$ cat src/rtl/io_pkg.sv
// Shared types and helpers for the IO command arbiter: FSM state encoding and
// the beats-per-command derivation used as the BUFFERCOUNT default.
package io_pkg;

    typedef enum logic [0:0] {
        IDLE  = 1'b0,
        ISSUE = 1'b1
    } arb_state_e;

    // Beats needed to fill one port-width command with data-width words.
    function automatic int unsigned calc_buffer_count(input int unsigned port_bytes,
                                                      input int unsigned data_bits);
        return ((port_bytes * 8) <= data_bits) ? 1 : (port_bytes * 8) / data_bits;
    endfunction

endpackage

$ cat src/rtl/io_rr_picker.sv
// Combinational round-robin selector: first asserted request at or after ptr,
// wrapping modulo N.
module io_rr_picker #(
    parameter int unsigned N = 4,
    parameter int unsigned W = 2
) (
    input  logic [N-1:0] req,
    input  logic [W-1:0] ptr,
    output logic [W-1:0] winner,
    output logic         found
);

    logic [W-1:0] idx;

    always_comb begin
        winner = '0;
        found  = 1'b0;
        idx    = '0;
        for (int unsigned i = 0; i < N; i++) begin
            idx = W'((32'(ptr) + i) % N);
            if (!found && req[idx]) begin
                found  = 1'b1;
                winner = idx;
            end
        end
    end

endmodule

$ cat src/rtl/io_command_arbiter.sv
// Round-robin arbiter issuing multi-beat commands from REQCOUNT requesters to one
// downstream port. Optional stall watchdog enabled by IO_COMMAND_ARBITER_WATCHDOG_EN.
module io_command_arbiter
    import io_pkg::*;
#(
    parameter int unsigned DATABITWIDTH   = 16,
    parameter int unsigned PORTBYTEWIDTH  = 8,
    parameter int unsigned BUFFERCOUNT    = calc_buffer_count(PORTBYTEWIDTH, DATABITWIDTH),
    parameter int unsigned REQCOUNT       = 4,
    parameter int unsigned WATCHDOGCYCLES = 255
) (
    input  logic                             clk,
    input  logic                             sync_rst_n,
    input  logic                             clk_en,
    input  logic [REQCOUNT-1:0]              ReqACK,
    output logic [REQCOUNT-1:0]              ReqREQ,
    input  logic [REQCOUNT-1:0]              ReqLoadEn,
    input  logic [REQCOUNT-1:0]              ReqStoreEn,
    input  logic [REQCOUNT*DATABITWIDTH-1:0] ReqData,
    output logic                             CmdACK,
    input  logic                             CmdREQ,
    output logic                             CmdLoadEn,
    output logic                             CmdStoreEn,
    output logic [BUFFERCOUNT-1:0]           CmdWordEn,
    output logic [DATABITWIDTH-1:0]          CmdData,
    output logic [$clog2(REQCOUNT)-1:0]      GrantId,
    output logic                             Busy
`ifdef IO_COMMAND_ARBITER_WATCHDOG_EN
    ,
    output logic                             WatchdogErr
`endif
);

    localparam int unsigned GRANT_W = $clog2(REQCOUNT);
    localparam int unsigned BEAT_W  = (BUFFERCOUNT > 1) ? $clog2(BUFFERCOUNT) : 1;

    if (REQCOUNT < 2 || REQCOUNT > 16 || (PORTBYTEWIDTH % 2) != 0 || WATCHDOGCYCLES == 0)
    begin : g_bad_cfg
        $error("io_command_arbiter: unsupported parameter set");
    end

    arb_state_e         state_q, state_d;
    logic [GRANT_W-1:0] grant_id_q, grant_id_d;
    logic [GRANT_W-1:0] rr_ptr_q, rr_ptr_d;
    logic [BEAT_W-1:0]  beat_cnt_q, beat_cnt_d;
    logic               load_en_q, load_en_d;
    logic               store_en_q, store_en_d;

    logic                    pick_found;
    logic [GRANT_W-1:0]      pick_id;
    logic                    sel_ack;
    logic [DATABITWIDTH-1:0] sel_data;
    logic                    accept;
    logic                    last_beat;
    logic [GRANT_W-1:0]      ptr_after_grant;
    logic                    wdog_trip;

`ifdef IO_COMMAND_ARBITER_WATCHDOG_EN
    localparam int unsigned WDOG_W = $clog2(WATCHDOGCYCLES + 1);
    logic [WDOG_W-1:0] wdog_q, wdog_d;
    logic              wdog_err_q, wdog_err_d;
`endif

    io_rr_picker #(
        .N (REQCOUNT),
        .W (GRANT_W)
    ) u_picker (
        .req    (ReqACK),
        .ptr    (rr_ptr_q),
        .winner (pick_id),
        .found  (pick_found)
    );

    // Owner's valid and word, muxed by the registered grant.
    always_comb begin
        sel_ack  = 1'b0;
        sel_data = '0;
        for (int unsigned i = 0; i < REQCOUNT; i++) begin
            if (GRANT_W'(i) == grant_id_q) begin
                sel_ack  = ReqACK[i];
                sel_data = ReqData[i*DATABITWIDTH +: DATABITWIDTH];
            end
        end
    end

    always_comb begin
        accept          = (state_q == ISSUE) && sel_ack && CmdREQ && clk_en;
        last_beat       = (beat_cnt_q == BEAT_W'(BUFFERCOUNT - 1));
        ptr_after_grant = (grant_id_q == GRANT_W'(REQCOUNT - 1)) ? '0 : grant_id_q + GRANT_W'(1);
`ifdef IO_COMMAND_ARBITER_WATCHDOG_EN
        wdog_trip = (state_q == ISSUE) && clk_en && !accept &&
                    ((wdog_q + WDOG_W'(1)) == WDOG_W'(WATCHDOGCYCLES));
`else
        wdog_trip = 1'b0;
`endif
    end

    // FSM state register.
    always_ff @(posedge clk) begin
        if (!sync_rst_n) state_q <= IDLE;
        else             state_q <= state_d;
    end

    // FSM next state; nothing moves while clk_en is low.
    always_comb begin
        state_d = state_q;
        if (clk_en) begin
            case (state_q)
                IDLE:    if (pick_found) state_d = ISSUE;
                ISSUE:   if ((accept && last_beat) || wdog_trip) state_d = IDLE;
                default: state_d = IDLE;
            endcase
        end
    end

    // FSM outputs: drive the downstream port only while a command is owned.
    always_comb begin
        CmdACK    = 1'b0;
        ReqREQ    = '0;
        CmdWordEn = '0;
        CmdData   = '0;
        if (state_q == ISSUE) begin
            CmdACK    = sel_ack;
            CmdWordEn = BUFFERCOUNT'(1) << beat_cnt_q;
            CmdData   = sel_data;
            if (sel_ack && CmdREQ) ReqREQ[grant_id_q] = 1'b1;
        end
    end

    // Grant, pointer, beat and command-type bookkeeping.
    always_comb begin
        grant_id_d = grant_id_q;
        rr_ptr_d   = rr_ptr_q;
        beat_cnt_d = beat_cnt_q;
        load_en_d  = load_en_q;
        store_en_d = store_en_q;
        if (clk_en) begin
            if (state_q == IDLE) begin
                if (pick_found) begin
                    grant_id_d = pick_id;
                    beat_cnt_d = '0;
                    load_en_d  = ReqLoadEn[pick_id];
                    store_en_d = ReqStoreEn[pick_id];
                end
            end else begin
                if (accept) beat_cnt_d = beat_cnt_q + BEAT_W'(1);
                if ((accept && last_beat) || wdog_trip) rr_ptr_d = ptr_after_grant;
            end
        end
    end

    always_ff @(posedge clk) begin
        if (!sync_rst_n) begin
            grant_id_q <= '0;
            rr_ptr_q   <= '0;
            beat_cnt_q <= '0;
            load_en_q  <= 1'b0;
            store_en_q <= 1'b0;
        end else begin
            grant_id_q <= grant_id_d;
            rr_ptr_q   <= rr_ptr_d;
            beat_cnt_q <= beat_cnt_d;
            load_en_q  <= load_en_d;
            store_en_q <= store_en_d;
        end
    end

`ifdef IO_COMMAND_ARBITER_WATCHDOG_EN
    // Stall counter: counts enabled ISSUE cycles without an accepted beat.
    always_comb begin
        wdog_d     = wdog_q;
        wdog_err_d = wdog_err_q;
        if (clk_en) begin
            wdog_err_d = wdog_trip;
            if (state_q != ISSUE || accept || wdog_trip) wdog_d = '0;
            else                                         wdog_d = wdog_q + WDOG_W'(1);
        end
    end

    always_ff @(posedge clk) begin
        if (!sync_rst_n) begin
            wdog_q     <= '0;
            wdog_err_q <= 1'b0;
        end else begin
            wdog_q     <= wdog_d;
            wdog_err_q <= wdog_err_d;
        end
    end

    assign WatchdogErr = wdog_err_q;
`endif

    assign CmdLoadEn  = load_en_q;
    assign CmdStoreEn = store_en_q;
    assign GrantId    = grant_id_q;
    assign Busy       = (state_q != IDLE);

endmodule
$ cat config.mk
export PLATFORM = sky130hd
export DESIGN_NAME = io_command_arbiter
export DESIGN_NICKNAME = d
export VERILOG_FILES = /design/src/rtl/io_pkg.sv /design/src/rtl/io_rr_picker.sv /design/src/rtl/io_command_arbiter.sv
export SDC_FILE = /design/constraint.sdc
export NUM_CORES = 1
export LEC_CHECK = 0
export CAP_MARGIN = 20
export CELL_PAD_IN_SITES_DETAIL_PLACEMENT = 2
export CELL_PAD_IN_SITES_GLOBAL_PLACEMENT = 2
export CORE_UTILIZATION = 14
export DETAILED_ROUTE_END_ITERATION = 8
export PLACE_DENSITY = 0.84
export SYNTH_ARGS = -nofsm -noshare
export SYNTH_HDL_FRONTEND = slang
export SYNTH_HIERARCHICAL = 1
export SYNTH_SLANG_ARGS = --single-unit
$ cat constraint.sdc
create_clock -name clk -period 2.3 [get_ports clk]
set_clock_uncertainty 0.1 [all_clocks]
set_input_delay 0.23 -clock clk [delete_from_list [all_inputs] [get_ports clk]]
set_output_delay 0.23 -clock clk [all_outputs]
set_load 0.05 [all_outputs]
==> impl_metrics.yaml <==
yosys:
  synth_cells: 165
  yosys-top-cells-count: "21 x nand2_1, 17 x o21ai_1, 16 x a22o_1"
  synth_ff_type: "dfxtp_1"
  synth_cell_types: 35
  synth_nets: 253
  async_reset_ff_share_pct: 0
  synth_area_leaders: "dfxtp_1 15%, a22o_1 12%, a22oi_1 9.4%, ha_1 8.4%, o21ai_1 7.1%"
  synth.most_common_cell: "nand2_1"
  syn_area_per_cell_um2: 7.257
  synth_warnings: 6
  synth_seq_cells: 9
  synth_top_area_share_pct: 15.05
  synth-edff-count: 0
  syn-cell-area_um2: 1197
  yosys.area.top_type: "dfxtp_1"
  yosysSeqAreaShare_pct: 15.05
sta:
  slew_headroom_pct: 64.91
  period_share_pct: 96.46
  slew_viol_final: 0
  rsz0062_at_grt: "true"
  min_period_ns: 2.219
  fmax_ghz: 0.4507
  hold_viol_final: 0
  fin_ws_ns: 0.08131
  timing.setup.tns_ns: 0
  setup_viol: 0
  worst_pin_slew_ns: 0.5247
clock_tree:
  numClockSinks: 9
  clock_path_buffers: 2
  cts_inserted_buffers: 3
  clockRootBuffer: "clkbuf_8"
  clock_latency_ns: 0.23
  clk_pin_slew_ns: 0.05
  htreeDepth: 1
  cts_tree: "built"
floorplan:
  start_util_pct: 14.50
  ios: 110
  num_rows: 33
  die_w_um: 94.48
  dieArea_um2: 8926
  die_h_um: 94.48
  coreArea_um2: 8258
worst_setup_path:
  rrSetupSlack_ns: 0.28
  critPathCaptureType: "output port"
  worstPathArrival_ns: 1.89
  cp.required_ns: 1.97
  worst-path-stages: 7
  slowest_stage: "dfxtp_4"
  worstPathMaxFanout: 13
  crit_family: "buffers and inverters"
  cp_common_cell: "buf_4"
  r2r_start: "rr_ptr_q[0]"
  endpoint: "ReqREQ[1]"
  r2r-end: "CmdLoadEn"
  crit_path_max_incr_delay_ns: 0.40
  start_kind: "flip-flop"
  worstPathCellList: "inv_1 -> ha_2 -> buf_4 -> a211oi_4 -> o21ai_2 -> and3_1 -> buf_4"
  path_class: "flip-flop to output port"
  startpoint: "GrantId[1]"
  cp.buffers_inverters: 3
  reg2reg_depth: 7
global_route:
  grt_overflow: 0
  grt_max_degree: 21
  grt_pass1_wl_um: 9749
  antenna_found_initial: 0
  grt_usage_pct: 14.08
  first_global_vias: 1915
layout:
  area_delta_synth_final_pct: 129.9
  insertedDiodeCount: 0
  instances_no_fill: 381
  nNetsFinal: 365
  layout-drive-gt1-share_pct: 23.55
placed_design:
  place_congestion: 0.8232
  io_buffers: 109
  dpl.hpwl_um: 5299
  dp_cells: 376
  dp_slack_ns: -0.05676
routing:
  firstDrtPassIters: 4
  routedWlPerCell_um: 17.41
  ant_nets: 0
  wl_um: 6634
  drt_iter0_markers: 20
  drc: 0
  avgViaCountPerCell: 4.635
  vias: 1766
power:
  leakagePower_nw: 1.102
  ir_drop_mv: 0.1888
  power_density_nw_per_um2: 337.2
run_status:
  status: "complete, no violations"
min_path:
  hold_path.class: "flip-flop to flip-flop"
run:
  cap_violations: 0
-- how the worst min path moves through the flow --
stage / start / endpoint / slack [ns] / cells after the start
3_3_place_gp: CmdLoadEn / CmdLoadEn / 0.40 / 2
5_1_grt: CmdLoadEn / CmdLoadEn / 0.45 / 2
4_1_cts: CmdLoadEn / CmdLoadEn / 0.42 / 2
2_1_floorplan: sync_rst_n / rr_ptr_q[0] / 0.28 / 2
6_report: CmdLoadEn / CmdLoadEn / 0.43 / 2
3_5_place_dp: CmdLoadEn / CmdLoadEn / 0.41 / 2
-- cells in the final DEF, fill, tap and decap left out, drive strengths merged, types with 6 or more instances in the layout --
master	synthesis	layout
clkdlybuf4s50	0	87
buf	3	33
nand2	21	21
o21ai	19	19
a22o	16	16
a22oi	15	15
inv	10	10
dfxtp	9	9
ha	8	8
nor2	7	7
and2	7	7
a21oi	6	6
mux2i	6	6
-- cell families (layout without fill, tap and decap cells) --
kind of cell | Yosys count | count (layout) | synth area share [%]
flip-flops | 9 | 9 | 15.05
adder cells (fa/ha/maj) | 8 | 8 | 8.360
AND/OR/NAND/NOR | 53 | 53 | 23.20
AO/OA/AOI/OAI | 64 | 64 | 36.89
buffers and inverters | 23 | 134 | 7.733
multiplexers | 8 | 8 | 8.777
-- layout make-up --
class	count	area, um2
clock buffer	4	45.04
inverter	10	37.54
timing repair buffer	120	1335
sequential	9	187.7
tap	105	131.4
multi-input combinational	133	1016
fill	912	5505
-- worst register-to-register path, delay by kind of cell (launching register included) --
| family | cells | cell delay [ns] |
|---|---|---|
| flip-flops | 1 | 0.41 |
| AND/OR/NAND/NOR | 1 | 0.05 |
| AO/OA/AOI/OAI | 2 | 0.49 |
| multiplexers | 2 | 0.64 |
| buffers and inverters | 2 | 0.21 |
-- layer usage --
| layer | wire, um | vias up | GRT usage (%) |
|---|---|---|---|
| met2 | 3350 | 85 | 27.05 |
| met5 | 0 | - | 0 |
| met3 | 615 | 4 | 3.543 |
| met4 | 51 | 0 | 2.399 |
| li1 | - | 833 | - |
| met1 | 2617 | 844 | 15.63 |
-- flip-flops by register name (all words and copies together) (netlist names) --
register,flops
beat_cnt_q,2
CmdLoadEn,1
Busy,1
GrantId,2
CmdStoreEn,1
rr_ptr_q,2
-- stage by stage --
step / area [um2] / utilization [%] / hold WS [ns] / power, mW
4_1_cts: 2676 / 32.41 / 0.4242 / 0.9193
2_1_floorplan: 1209 / - / 0.2763 / 0.4125
3_3_place_gp: 2609 / 31.59 / 0.3997 / 0.7091
3_5_place_dp: 2609 / 31.59 / 0.4050 / 0.7244
5_1_grt: 2753 / 33.33 / 0.4544 / 0.9796
6_report: 2753 / 33.33 / 0.4254 / 0.9282
-- what timing repair did --
item,in CTS,in global routing
buffers inserted,0,0
setup endpoints to repair,19,18
hold buffers,0,0
resized for setup,7,17
gates cloned,0,1
-- where the power goes --
| group | internal, mW | switching, mW |
|---|---|---|
| sequential | 0.161 | 0.00848 |
| combinational | 0.304 | 0.267 |
| clock | 0.121 | 0.0667 |
Note: power is estimated with default switching activity, not from simulation.
==> patch 1: new RTL, same flow settings <==
`DATABITWIDTH`: 16 -> 32.
--- a/src/rtl/io_command_arbiter.sv
+++ b/src/rtl/io_command_arbiter.sv
@@ -4,5 +4,5 @@
     import io_pkg::*;
 #(
-    parameter int unsigned DATABITWIDTH   = 16,
+    parameter int unsigned DATABITWIDTH   = 32,
     parameter int unsigned PORTBYTEWIDTH  = 8,
     parameter int unsigned BUFFERCOUNT    = calc_buffer_count(PORTBYTEWIDTH, DATABITWIDTH),
Interface: changed (resized CmdData, CmdWordEn and ReqData); port bits go from 110 to 188. The function was not compared with the original's and may differ.
==> patch 1 against the original RTL <==
  * Synthesized cell count rose by 38%
  * Sequential cell count is 1 lower
  * Routed wire length rose by 77%
  * Setup slack got worse by 0.080 ns
  * Area after synthesis is 34% higher
  * Cell area is 64% higher
  * Power grew 65%
  * Largest cell class unchanged
==> patch 1: results (changes against the original RTL) <==
[place]
dp_hpwl_um=8310  ; +57%
gp_congestion=0.816  ; -0.91%
placed_area_um2=3980  ; +52%
dp_cells=539  ; +43%
place_ws_ns=-0.0641  ; -0.00729 ns
port_buffers=187  ; +72%

[critical_path]
crit_end=CmdData[21]
cp_max_fo=8  ; -5
critPathArrivalTime_ns=1.97  ; +0.08 ns
r2r_setup_slack_ns=0.30  ; +0.02 ns
r2r-start=rr_ptr_q[0]$_SDFFE_PN0P_
cpPeakStageDelay_ns=0.38  ; -0.02 ns
worstReg2RegEnd=CmdStoreEn$_SDFFE_PN0P_

[clocking]
cts_buffers=3  ; unchanged
cts_buffer_depth=2  ; unchanged
root_buffer=clkbuf_16
clock_latency_ns=0.23  ; about the same
ctsHtreeMaxLevel=1  ; unchanged
clk_pin_slew_ns=0.04

[route]
wire_per_inst_um=21.4  ; +23%
drt_iter0_drc=69  ; +250%
num_vias=2681  ; +52%

[status]
status=finished, final reports clean

[final_layout]
fin_cells=548  ; +44%
finalNetCount=558  ; +53%
drive_gt1_share_pct=28.4  ; +4.9 points
diodes=0  ; unchanged

[synth]
ys.flop_type=dfxtp_1
postSynthAreaPerCell_um2=7.01  ; -3.4%
synth_cell_types=36  ; +2.9%
ys_seq_area_share_pct=10.0  ; -5.0 points
synth_fp_nets=376  ; +49%
synth_area_leaders=a22o_1 18%, a221oi_1 17%, a21oi_1 11%
yosys-top-cells-count=37 x inv_1, 36 x a21oi_1, 32 x a22o_1, 31 x a221oi_1, 10 x buf_2

[sta]
hold_ws_ns=0.418  ; -0.00713 ns
tightestPinTransition_ns=0.527  ; +0.00192 ns
fin_ws_ns=0.000940  ; -0.0804 ns

[global_routing]
grt_pass1_wl_um=15700  ; +61%
grt_max_degree=39  ; +86%
track_usage_pct=17.2  ; +3.2 points
grt_pass1_vias=2996  ; +56%
antenna_found_initial=0  ; unchanged

[worst_hold_path]
hold_class=register to register

[power]
irDropWorstVdd_mv=0.452  ; +140%
power.leakage_nw=1.82  ; +65%

[patch 1: changes by cell type after synthesis, moves of 13 or more]
cell      change
a22o_1       +16
a221oi_1     +31
a22oi_1      -15
o21ai_1      -16
inv_1        +28
nand2_1      -13
a21oi_1      +30
[patch 1: worst min path at each step]
| stage | startpoint | end |
|---|---|---|
| 6_report | rr_ptr_q[0]$_SDFFE_PN0P_ | rr_ptr_q[0]$_SDFFE_PN0P_ |
| 5_1_grt | rr_ptr_q[0]$_SDFFE_PN0P_ | rr_ptr_q[0]$_SDFFE_PN0P_ |
| 4_1_cts | rr_ptr_q[0]$_SDFFE_PN0P_ | rr_ptr_q[0]$_SDFFE_PN0P_ |
| 3_5_place_dp | rr_ptr_q[0]$_SDFFE_PN0P_ | rr_ptr_q[0]$_SDFFE_PN0P_ |
| 3_3_place_gp | rr_ptr_q[0]$_SDFFE_PN0P_ | rr_ptr_q[0]$_SDFFE_PN0P_ |
| 2_1_floorplan | sync_rst_n | beat_cnt_q$_SDFFE_PN0P_ |
[patch 1: timing repair]
item	CTS	global route
pin swaps	3	12
gates cloned	0	4
setup endpoints to repair	35	37
setup buffers	0	2
gates resized for setup	30	33
hold endpoints to repair	0	0
hold buffers	0	0
[patch 1: kinds of logic (layout without fill, tap and decap cells)]
kind of cell               after synthesis  in the layout  share of synthesized area [%]
AOI/OAI and AO/OA                      108            108                           49.8
adders and majority gates                4              4                           3.13
buffers and inverters                   62            242                           15.6
DFF                                      8              8                           10.0
muxes                                    9              9                           7.28
and+or+nand+nor                         37             37                           14.2
[patch 1: power by group]
part	internal, mW	total [mW]	leakage [nW]	switching [mW]
sequential	0.144	0.154	0.0667	0.00953
combinational	0.586	1.09	1.71	0.502
clock	0.224	0.293	0.0370	0.0684
total	0.954	1.53	1.82	0.580
[patch 1: area by class of cell]
type	instances	area, µm²
Inverter	38	150
Sequential cell	8	168
Tap cell	140	175
Timing Repair Buffer	201	2430
Multi-Input combinational cell	158	1500
Clock buffer	3	75.1
Fill cell	1159	6480
[patch 1: layer usage]
| layer | vias to the layer above | track usage (%) | wire length [µm] |
|---|---|---|---|
| met5 | - | 0 | 0 |
| met4 | 0 | 4.54 | 320 |
| met3 | 22 | 2.99 | 804 |
| met2 | 130 | 36.3 | 6450 |
| met1 | 1305 | 16.7 | 4180 |
| li1 | 1224 | - | - |
[patch 1: worst max-delay path, delay by kind of cell (launching register included)]
kind	cells	cell delay, ns
buf+inv	3	0.45
flops	1	0.38
simple gates	1	0.26
fa+ha+maj	1	0.18
compound gates	3	0.47
==> patch 2: new RTL, same flow settings <==
Made on the original files. Build with the macro `IO_COMMAND_ARBITER_WATCHDOG_EN` defined.
--- a/src/rtl/io_command_arbiter.sv
+++ b/src/rtl/io_command_arbiter.sv
@@ -1,4 +1,6 @@
 // Round-robin arbiter issuing multi-beat commands from REQCOUNT requesters to one
 // downstream port. Optional stall watchdog enabled by IO_COMMAND_ARBITER_WATCHDOG_EN.
+`define IO_COMMAND_ARBITER_WATCHDOG_EN
+
 module io_command_arbiter
     import io_pkg::*;
Check against the original RTL (old outputs only; new: WatchdogErr): same outputs for any inputs over 10 cycles, from zero or initial values and one cycle with sync_rst_n low; that may be too few to reach the edited logic, so the function may still have changed.
==> patch 2 against the original RTL <==
  * Register-to-register slack lost 0.17 ns
  * Non-clock buffer count grew 6
  * Setup slack lost 0.026 ns
  * Routed wire length grew 36%
  * Sequential share of layout area grew 3.0 points
  * Via count grew 36%
  * Area after synthesis grew 61%
  * Sequential cell count grew 9
  * Die area grew 59%
  * Power grew 45%
  * Cell area grew 38%
  * First-iteration DRC count grew to 3.1 times the old value
  * Highest routed layer unchanged
==> patch 2: results (changes against the original RTL) <==
[critical_path]
r2r_setup_slack_ns=0.11  ; -0.17 ns
reg2reg_depth=8  ; +1
r2r-start=GrantId[0]$_SDFFE_PN0P_
cpPeakStageDelay_ns=0.36  ; -0.04 ns
worstReg2RegEnd=rr_ptr_q[1]$_SDFFE_PN0P_

[global_routing]
met2_usage_pct=24.5  ; -2.6 points
grt_pass1_vias=2714  ; +42%
use_met3_pct=1.63  ; -1.9 points
grt_max_degree=34  ; +62%
grt_pass1_wl_um=14300  ; +46%
grt_util_met1_pct=14.4  ; -1.2 points

[clocking]
root_buffer=clkbuf_16
postCtsSetupBuffers=1  ; +1
cts-resized-gates=23  ; +16
clock_latency_ns=0.25  ; +0.02 ns

[place]
dp_hpwl_um=7090  ; +34%
placed_area_um2=3570  ; +37%
port_buffers=110  ; +0.92%
place_ws_ns=-0.155  ; -0.0980 ns
gp_congestion=0.821  ; -0.30%

[status]
status=finished, final reports clean

[final_layout]
finalNetCount=474  ; +30%
drive_gt1_share_pct=24.8  ; +1.3 points

[worst_hold_path]
min_from=rr_ptr_q[0]$_SDFFE_PN0P_
whs_endpoint=rr_ptr_q[0]$_SDFFE_PN0P_

[route]
routed_wirelength_um=9010  ; +36%
wl_met2_um=4780  ; +43%

[power]
p_switching_mw=0.428  ; +25%
seq_power_mw=0.325  ; +91%
powerClk_mw=0.391  ; +110%
irDropWorstVdd_mv=0.231  ; +22%

[sta]
max_freq_mhz=445  ; -1.2%

[synth]
synth_cell_types=42  ; +20%
synth_area_leaders=dfxtp_1 19%, and2_1 9.4%, a21oi_1 7.8%

[patch 2: cell count changes in the layout (fill, tap and decap cells not counted), moves of 8 or more]
| cell | unedited run | this run |
|---|---|---|
| nor2_1 | 7 | 19 |
| buf_12 | 17 | 26 |
| o21ai_0 | 2 | 11 |
| a22o_1 | 9 | 0 |
| nor2b_1 | 1 | 10 |
| and2_2 | 1 | 9 |
| a21oi_1 | 6 | 29 |
| o21ai_1 | 15 | 7 |
[patch 2: final cells by class]
cell class                      instances  area (µm²)
Multi-Input combinational cell        221        1570
Clock buffer                            4        88.8
Tap cell                              176         220
Fill cell                            1521        9550
Inverter                               14        55.1
Sequential cell                        18         372
Timing Repair Buffer                  126        1490
[patch 2: through the flow]
stage,std cells,power [mW],TNS (ns)
after CTS,559,1.35,0
after detailed placement,554,0.934,-0.659
final,559,1.35,0
after floorplan,272,0.598,-0.0246
after global placement,554,0.916,-0.101
after global routing,559,1.41,-0.153
[patch 2: worst max-delay path by stage]
stage,from,endpoint
global placement,ReqACK[1],CmdLoadEn$_SDFFE_PN0P_
global route,GrantId[0]$_SDFFE_PN0P_,CmdData[14]
floorplan,GrantId[0]$_SDFFE_PN0P_,ReqREQ[0]
CTS,GrantId[0]$_SDFFE_PN0P_,CmdData[3]
finish,GrantId[0]$_SDFFE_PN0P_,ReqREQ[3]
detailed placement,ReqACK[1],CmdStoreEn$_SDFFE_PN0P_
[patch 2: cells by family after synthesis]
| logic type | count (synthesis) | share of synthesized area [%] |
|---|---|---|
| DFF | 18 | 18.7 |
| muxes | 9 | 5.97 |
| AOI/OAI and AO/OA | 87 | 29.3 |
| buffers and inverters | 33 | 7.01 |
| and+or+nand+nor | 115 | 32.5 |
| adders and majority gates | 10 | 6.49 |
